File: src/rtl/mult_sequencer.sv
// Iterative shift-add multiplier for the EX stage: IDLE -> RUN -> DONE, fixed latency DATA_W/UNROLL+1.
// Optional macro MULT_SEQ_MULH_EN adds MULH/MULHSU/MULHU (2*DATA_W accumulator, sign handling).
module mult_sequencer #(
    parameter int DATA_W = 64,
    parameter int UNROLL = 1
) (
    input  logic              clk,
    input  logic              arst_n,
    input  logic              enable,
    input  logic              start,
    input  logic              flush,
    input  logic [2:0]        func3,
    input  logic [DATA_W-1:0] op_a,
    input  logic [DATA_W-1:0] op_b,
    output logic              stall,
    output logic              busy,
    output logic              done,
    output logic [DATA_W-1:0] result
);

    // Handshake: start is sampled only in IDLE; stall holds the upstream
    // registers from the launch cycle through the last RUN cycle; done is a
    // one-cycle valid for result with no back-pressure (EX_MEM always takes it).

    localparam int STEPS = DATA_W / UNROLL;
    localparam int CNT_W = $clog2(STEPS) + 1;
`ifdef MULT_SEQ_MULH_EN
    localparam int ACC_W = 2 * DATA_W;
`else
    localparam int ACC_W = DATA_W;
`endif

    typedef enum logic [1:0] {
        IDLE = 2'd0,
        RUN  = 2'd1,
        DONE = 2'd2
    } state_t;

    state_t              state_q;
    state_t              state_d;
    logic [CNT_W-1:0]    count_q;
    logic [ACC_W-1:0]    acc_q;
    logic [ACC_W-1:0]    mcand_q;
    logic [DATA_W-1:0]   mplier_q;
    logic [ACC_W-1:0]    acc_step;
    logic [DATA_W-1:0]   result_d;
    logic [DATA_W-1:0]   a_mag;
    logic [DATA_W-1:0]   b_mag;
    logic                launch;
    logic                last_step;

    assign launch    = (state_q == IDLE) && start && !flush;
    assign last_step = (count_q == CNT_W'(STEPS - 1));

`ifdef MULT_SEQ_MULH_EN
    logic [2:0]       func3_q;
    logic             sign_q;
    logic             a_neg;
    logic             b_neg;
    logic [ACC_W-1:0] prod;

    // The core only ever sees magnitudes; sign is reapplied to the full product.
    always_comb begin
        a_neg = ((func3 == 3'b001) || (func3 == 3'b010)) && op_a[DATA_W-1];
        b_neg = (func3 == 3'b001) && op_b[DATA_W-1];
        a_mag = a_neg ? (~op_a + DATA_W'(1)) : op_a;
        b_mag = b_neg ? (~op_b + DATA_W'(1)) : op_b;
    end

    always_comb begin
        prod = sign_q ? (~acc_step + ACC_W'(1)) : acc_step;
        case (func3_q)
            3'b000:                   result_d = prod[DATA_W-1:0];
            3'b001, 3'b010, 3'b011:   result_d = prod[ACC_W-1:DATA_W];
            default:                  result_d = '0;
        endcase
    end
`else
    logic unused_func3;

    assign unused_func3 = ^func3;
    assign a_mag        = op_a;
    assign b_mag        = op_b;
    assign result_d     = acc_step[DATA_W-1:0];
`endif

    // One RUN step: add the multiplicand, shifted per multiplier bit, for UNROLL bits.
    always_comb begin
        acc_step = acc_q;
        for (int i = 0; i < UNROLL; i++) begin
            if (mplier_q[i]) begin
                acc_step = acc_step + (mcand_q << i);
            end
        end
    end

    always_comb begin
        state_d = state_q;
        stall   = 1'b0;
        busy    = (state_q != IDLE);
        done    = 1'b0;
        case (state_q)
            IDLE: begin
                stall = start && !flush;
                if (enable && launch) begin
                    state_d = RUN;
                end
            end
            RUN: begin
                stall = !flush;
                if (enable) begin
                    if (flush) begin
                        state_d = IDLE;
                    end else if (last_step) begin
                        state_d = DONE;
                    end
                end
            end
            DONE: begin
                done = !flush;
                if (enable) begin
                    state_d = IDLE;
                end
            end
            default: begin
                state_d = IDLE;
            end
        endcase
    end

    always_ff @(posedge clk) begin
        if (!arst_n) begin
            state_q  <= IDLE;
            count_q  <= '0;
            acc_q    <= '0;
            mcand_q  <= '0;
            mplier_q <= '0;
            result   <= '0;
`ifdef MULT_SEQ_MULH_EN
            func3_q  <= '0;
            sign_q   <= 1'b0;
`endif
        end else if (enable) begin
            state_q <= state_d;
            case (state_q)
                IDLE: begin
                    if (launch) begin
                        count_q  <= '0;
                        acc_q    <= '0;
                        mcand_q  <= ACC_W'(a_mag);
                        mplier_q <= b_mag;
`ifdef MULT_SEQ_MULH_EN
                        func3_q  <= func3;
                        sign_q   <= a_neg ^ b_neg;
`endif
                    end
                end
                RUN: begin
                    if (!flush) begin
                        acc_q    <= acc_step;
                        mcand_q  <= mcand_q << UNROLL;
                        mplier_q <= mplier_q >> UNROLL;
                        count_q  <= count_q + CNT_W'(1);
                        // Result is registered on entry to DONE so it is stable for the whole pulse.
                        if (last_step) begin
                            result <= result_d;
                        end
                    end
                end
                default: begin
                end
            endcase
        end
    end

endmodule

File: config.mk
export PLATFORM = sky130hd
export DESIGN_NAME = mult_sequencer
export DESIGN_NICKNAME = d
export VERILOG_FILES = /design/src/rtl/mult_sequencer.sv
export SDC_FILE = /design/constraint.sdc
export NUM_CORES = 1
export LEC_CHECK = 0
export BUFFER_PORTS_ARGS = -buffer_cell sky130_fd_sc_hd__buf_2
export CAP_MARGIN = 40
export CORE_MARGIN = 8
export CORE_UTILIZATION = 35
export CTS_CLUSTER_DIAMETER = 40
export DETAILED_ROUTE_END_ITERATION = 6
export PLACE_DENSITY = 0.57
export REMOVE_ABC_BUFFERS = 1
export SLEW_MARGIN = 10
export SYNTH_ARGS = -nofsm -noshare
export SYNTH_HDL_FRONTEND = slang
export SYNTH_SLANG_ARGS = --single-unit
File: constraint.sdc
create_clock -name clk -period 6.4 [get_ports clk]
set_clock_uncertainty 0.05 [all_clocks]
set_input_delay 1.28 -clock clk [delete_from_list [all_inputs] [get_ports clk]]
set_output_delay 1.28 -clock clk [all_outputs]
set_load 0.02 [all_outputs]
### After elaboration in Yosys (flattened, before gate mapping)

Index checks and enable logic that the tools add are counted.
W data, S select, Z words.

* register bits after elaboration: 265
* output and inout port bits: 67
* logic and storage cells: 46
* input port bits: 136

* reduce and logical (&&, ||, !) cells: 11
* eq/ne operators: 7
* $add $sub $neg: 2
* bitwise operators: 1
* muxes and demuxes: 19

Operator list (count)
* $mux W64: 7
* $pmux W64 S2: 3
* $add A64 B64 Y64: 1
* $mux W7: 2
* $pmux W7 S2: 1
* $reduce_and A4 Y1: 2
* $add A7 B1 Y7 const B: 1
* $eq A7 B6 Y1 const B: 1
* $mux W2: 3
* $logic_and A1 B1 Y1: 4
* $ne A2 B2 Y1 const B: 2
* $pmux W2 S2: 1
* $reduce_bool A2 Y1: 2
* $ne A3 B3 Y1 const B: 1
* $reduce_and A3 Y1: 1
* $eq A2 B1 Y1 const B: 1
* $eq A2 B2 Y1 const B: 1
* $logic_not A2 Y1: 1
* $ne A2 B1 Y1 const B: 1
* $pmux W1 S2: 1
* $logic_not A1 Y1: 1
* $mux W1: 1
* $not A1 Y1: 1

### Depth between registers and ports, before layout

* depth in word-level cells: 6
* mapped depth: 12
* mapped depth without buffers: 12

### Worst setup path after synthesis

Ideal clock, no wire load.

* kind: input-to-reg
* start point: input start
* end point: register acc_q[38]
* cell stages on the path: 8
* data required time: 6.233 ns
* setup slack: 3.084 ns
* arrival: 3.149 ns
* buffers on the path: 2
* setup time: 0.117 ns
* path through: nor2_1 > nor3_1 > and2_1 > clkbuf_1 > o21ai_1 > and2_1 > clkbuf_1 > a22o_1

* word-level cells in the longest chain between the ends: 4

Ends and longest elaborated chain
* start: declaration: RTL line 10 `input logic start,`
* $logic_and A1 B1 Y1 (2 in series): RTL line 52 `assign launch = (state_q == IDLE) && start && !flush;`
* $ne A2 B2 Y1 (no line)
* $reduce_and A4 Y1 (no line)
* end signal: assignment: RTL line 160 `acc_q <= acc_step;`
* end: declaration: RTL line 42 `logic [ACC_W-1:0] acc_q;`

Every way passes these cells.
A chain may end at the register's enable or synchronous reset.

### Worst setup path in the final report

* start point: register mcand_q[0]
* end point: register result[48]

* word-level cells in the longest chain between the ends: 2

Ends and longest elaborated chain
* start: declaration: RTL line 43 `logic [ACC_W-1:0] mcand_q;`
* start signal: assignment: RTL line 150 `mcand_q <= ACC_W'(a_mag);`
* start signal: assignment: RTL line 161 `mcand_q <= mcand_q << UNROLL;`
* $add A64 B64 Y64: RTL line 92 `acc_step = acc_step + (mcand_q << i);`
* $mux W64: RTL line 91 `if (mplier_q[i]) begin`
* end signal: assignment: RTL line 166 `result <= result_d;`
* end: declaration: RTL line 18 `output logic [DATA_W-1:0] result`

Every way passes these cells.

==> impl_metrics.yaml <==
run_status:
  status: "finished clean"
drt:
  drt_iter0_drc: 787
  antenna_left: 0
  routed_via_density: 5.52
  wl_per_cell_um: 18.2
  vias: 13800
  drc_errors: 0
  dr.pass1.iters: 5
  wirelength_um: 45700
global_routing:
  grt_util_met3_pct: 4.42
  grt_pass1_vias: 13600
  use_met2_pct: 30.1
  antenna_found_initial: 2
  use_met1_pct: 21.8
  grt_pass1_wl_um: 72900
  grt.busiest_layer: "met2"
  grt_max_degree: 168
  overflow: 0
  grt.total_usage_pct: 17.7
critical_path:
  rrSetupSlack_ns: 2.96
  worstPathMaxFanout: 4
  path_cells: "ha_1 > inv_1 > fa_1 > and2b_1 > o2111ai_1 > a21o_4 > a2111oi_4 > o211ai_1 > o211ai_1 > a21oi_1 > xor2_1 > a311oi_1"
  end_kind: "flip-flop"
  crit_path_end: "result[48]"
  crit_top_cell: "o211ai_1"
  slowest_delay_ns: 0.53
  r2r_cells: 12
  critPathLaunch: "mcand_q[0]"
  slowest_stage: "a2111oi_4"
  r2r_start: "mcand_q[0]"
  cp.arrival_ns: 3.85
  cp_num_cells: 12
  cp_top_family: "compound AO/OA/AOI/OAI gates"
  reg2reg_to: "result[48]"
  start_kind: "flip-flop"
  required_ns: 6.81
  cp_num_buf_inv: 1
  critPathKind: "flip-flop to flip-flop"
yosys:
  ys_warn_count: 0
  synth_edf_count: 0
  synth_fa_ha_area_share_pct: 5.44
  synthArstFlopShare_pct: 0
  synth_compound_area_share_pct: 26.5
  synth_area_leaders: "dfxtp_1, mux2i_1, a211oi_1, nor2_1, ha_1"
  synthMuxAreaShare_pct: 10.2
  synth-simple-area-share_pct: 15.0
  yosysSeqAreaShare_pct: 35.2
  synth_top_family_by_area: "compound AO/OA/AOI/OAI gates"
  synthXorXnorAreaFrac_pct: 3.08
  netlist_area_um2: 15100
  ys_types: 85
  synth_ff_type: "dfxtp_1"
  synth_top_area_cell: "dfxtp_1"
  synth_cells: 1796
  netlist.area_leader.share_pct: 35.2
  syn_area_per_cell_um2: 8.40
  synth-seq-cells: 265
cells_and_area:
  final-instance-count-excl-fill: 2503
  area_growth_pct: 19.7
  final_common_cell: "nor2_1"
  drive_gt1_share_pct: 17.6
  layout.nets: 2122
  final_cell_mix: "nor2_1, dfxtp_1, buf_2, a211oi_1, mux2i_1"
cts:
  cts_hold_buf: 0
  cts-resized-gates: 0
  clockBufferDepth: 3
  insertion_delay_ns: 0.57
  cts_setup_buffers: 0
  cts_buffers: 49
  cts_tree: "yes"
  cts_root_buffer: "clkbuf_16"
  ctsHtreeMaxLevel: 2
  path_clk_slew_ns: 0.05
  cts.sinks: 265
min_path:
  hold_class: "flip-flop to flip-flop"
timing:
  period_share_pct: 53.8
  whs_ns: 0.422
  worst_slack_ns: 2.96
  fin_tns_setup_ns: 0
  period_needed_ns: 3.44
  finalSetupViolCount: 0
  fmax_mhz: 291
  slew_headroom_pct: 42.5
  slew_violations: 0
  worstMarginPinSlew_ns: 0.862
  rsz0062_at_grt: "no"
  hold_violations: 0
placement:
  dp_hpwl_um: 32700
  dp_slack_ns: 3.00
  gp_congestion: 0.885
  dp_cells: 2415
  portBuffers: 199
floorplanning:
  ios: 203
  die_h_um: 224
  dieArea_um2: 50000
  start_util_pct: 35.3
  die_w_um: 224
  num_rows: 76
  core_area_um2: 42800
run:
  cap_viol_max_count: 0
pwr:
  leakagePower_nw: 8.07
  finalPower_mw: 4.62
  ir_drop_uv: 202
  power_density_nw_per_um2: 256
## worst register-to-register path, stage by stage, from the launching register on
cell and delay (ns):
dfxtp_1 0.40, ha_1 0.20, inv_1 0.05, fa_1 0.36
and2b_1 0.24, o2111ai_1 0.18, a21o_4 0.30, a2111oi_4 0.54
o211ai_1 0.21, o211ai_1 0.19, a21oi_1 0.15, xor2_1 0.18
a311oi_1 0.28
## stage by stage
stage	utilization, %	cell area (um^2)
final	42.2	18100
after global routing	42.2	18000
after CTS	42.1	18000
after detailed placement	38.3	16400
after global placement	38.2	16400
after floorplan	-	14500
## registers in the layout, summed over array words and instances, names as in the netlist
name and flops:
state_q 2, count_q 7, acc_q 64, result 64
mplier_q 64, mcand_q 64
## Yosys cell counts, types with 12 or more instances
master / count
nand4_1: 35
a31oi_1: 16
clkbuf_1: 109
o21ai_0: 82
ha_1: 64
o211ai_1: 13
nand2_1: 108
nand3_1: 15
xnor2_1: 23
nor2_1: 268
a2bb2oi_1: 13
mux2i_1: 152
buf_2: 25
inv_1: 24
a21o_1: 43
xor2_1: 30
dfxtp_1: 265
a211oi_1: 153
a21oi_1: 133
a22oi_1: 17
or3_1: 16
o21bai_1: 12
nor3_1: 20
## layer usage
metal / part of all wire (%) / up-vias / wire length [um]
met5: 0.026 / - / 12
met4: 2.6 / 2 / 1170
met3: 6.3 / 82 / 2890
met2: 48 / 328 / 21800
met1: 43 / 6511 / 19800
li1: - / 6883 / -
## final cells by class
type,instances,area (um^2)
fillers,4287,24700
multi-input cells,1360,9100
flip-flops and latches,265,5310
clock buffers,63,1390
repair buffers,220,1240
well taps,546,683
clock inverters,22,223
inverters,25,98.8
diodes,2,5.00
## power breakdown
| part | internal [mW] | switching (mW) |
|---|---|---|
| combinational | 0.149 | 0.216 |
| sequential | 1.70 | 0.0379 |
| clock | 1.61 | 0.902 |
## kinds of logic (layout without fill, tap and decap cells)
family / count (synthesis) / count (layout)
AOI/OAI and AO/OA: 576 / 576
and+or+nand+nor: 512 / 512
DFF: 265 / 265
buffers and inverters: 171 / 330
muxes: 154 / 154
adders and majority gates: 65 / 65
xor gates and xnor gates: 53 / 53
other: 0 / 2
## worst min-delay path by stage
stage,from,endpoint,slack (ns),cells after the start
after floorplan,acc_q[9],acc_q[9],0.39,2
after global placement,acc_q[9],acc_q[9],0.40,2
after detailed placement,acc_q[9],acc_q[9],0.42,2
after CTS,acc_q[9],acc_q[9],0.43,2
after global routing,acc_q[9],acc_q[9],0.44,2
final,acc_q[9],acc_q[9],0.42,2
No activity file was read; power rests on OpenSTA's default activity.
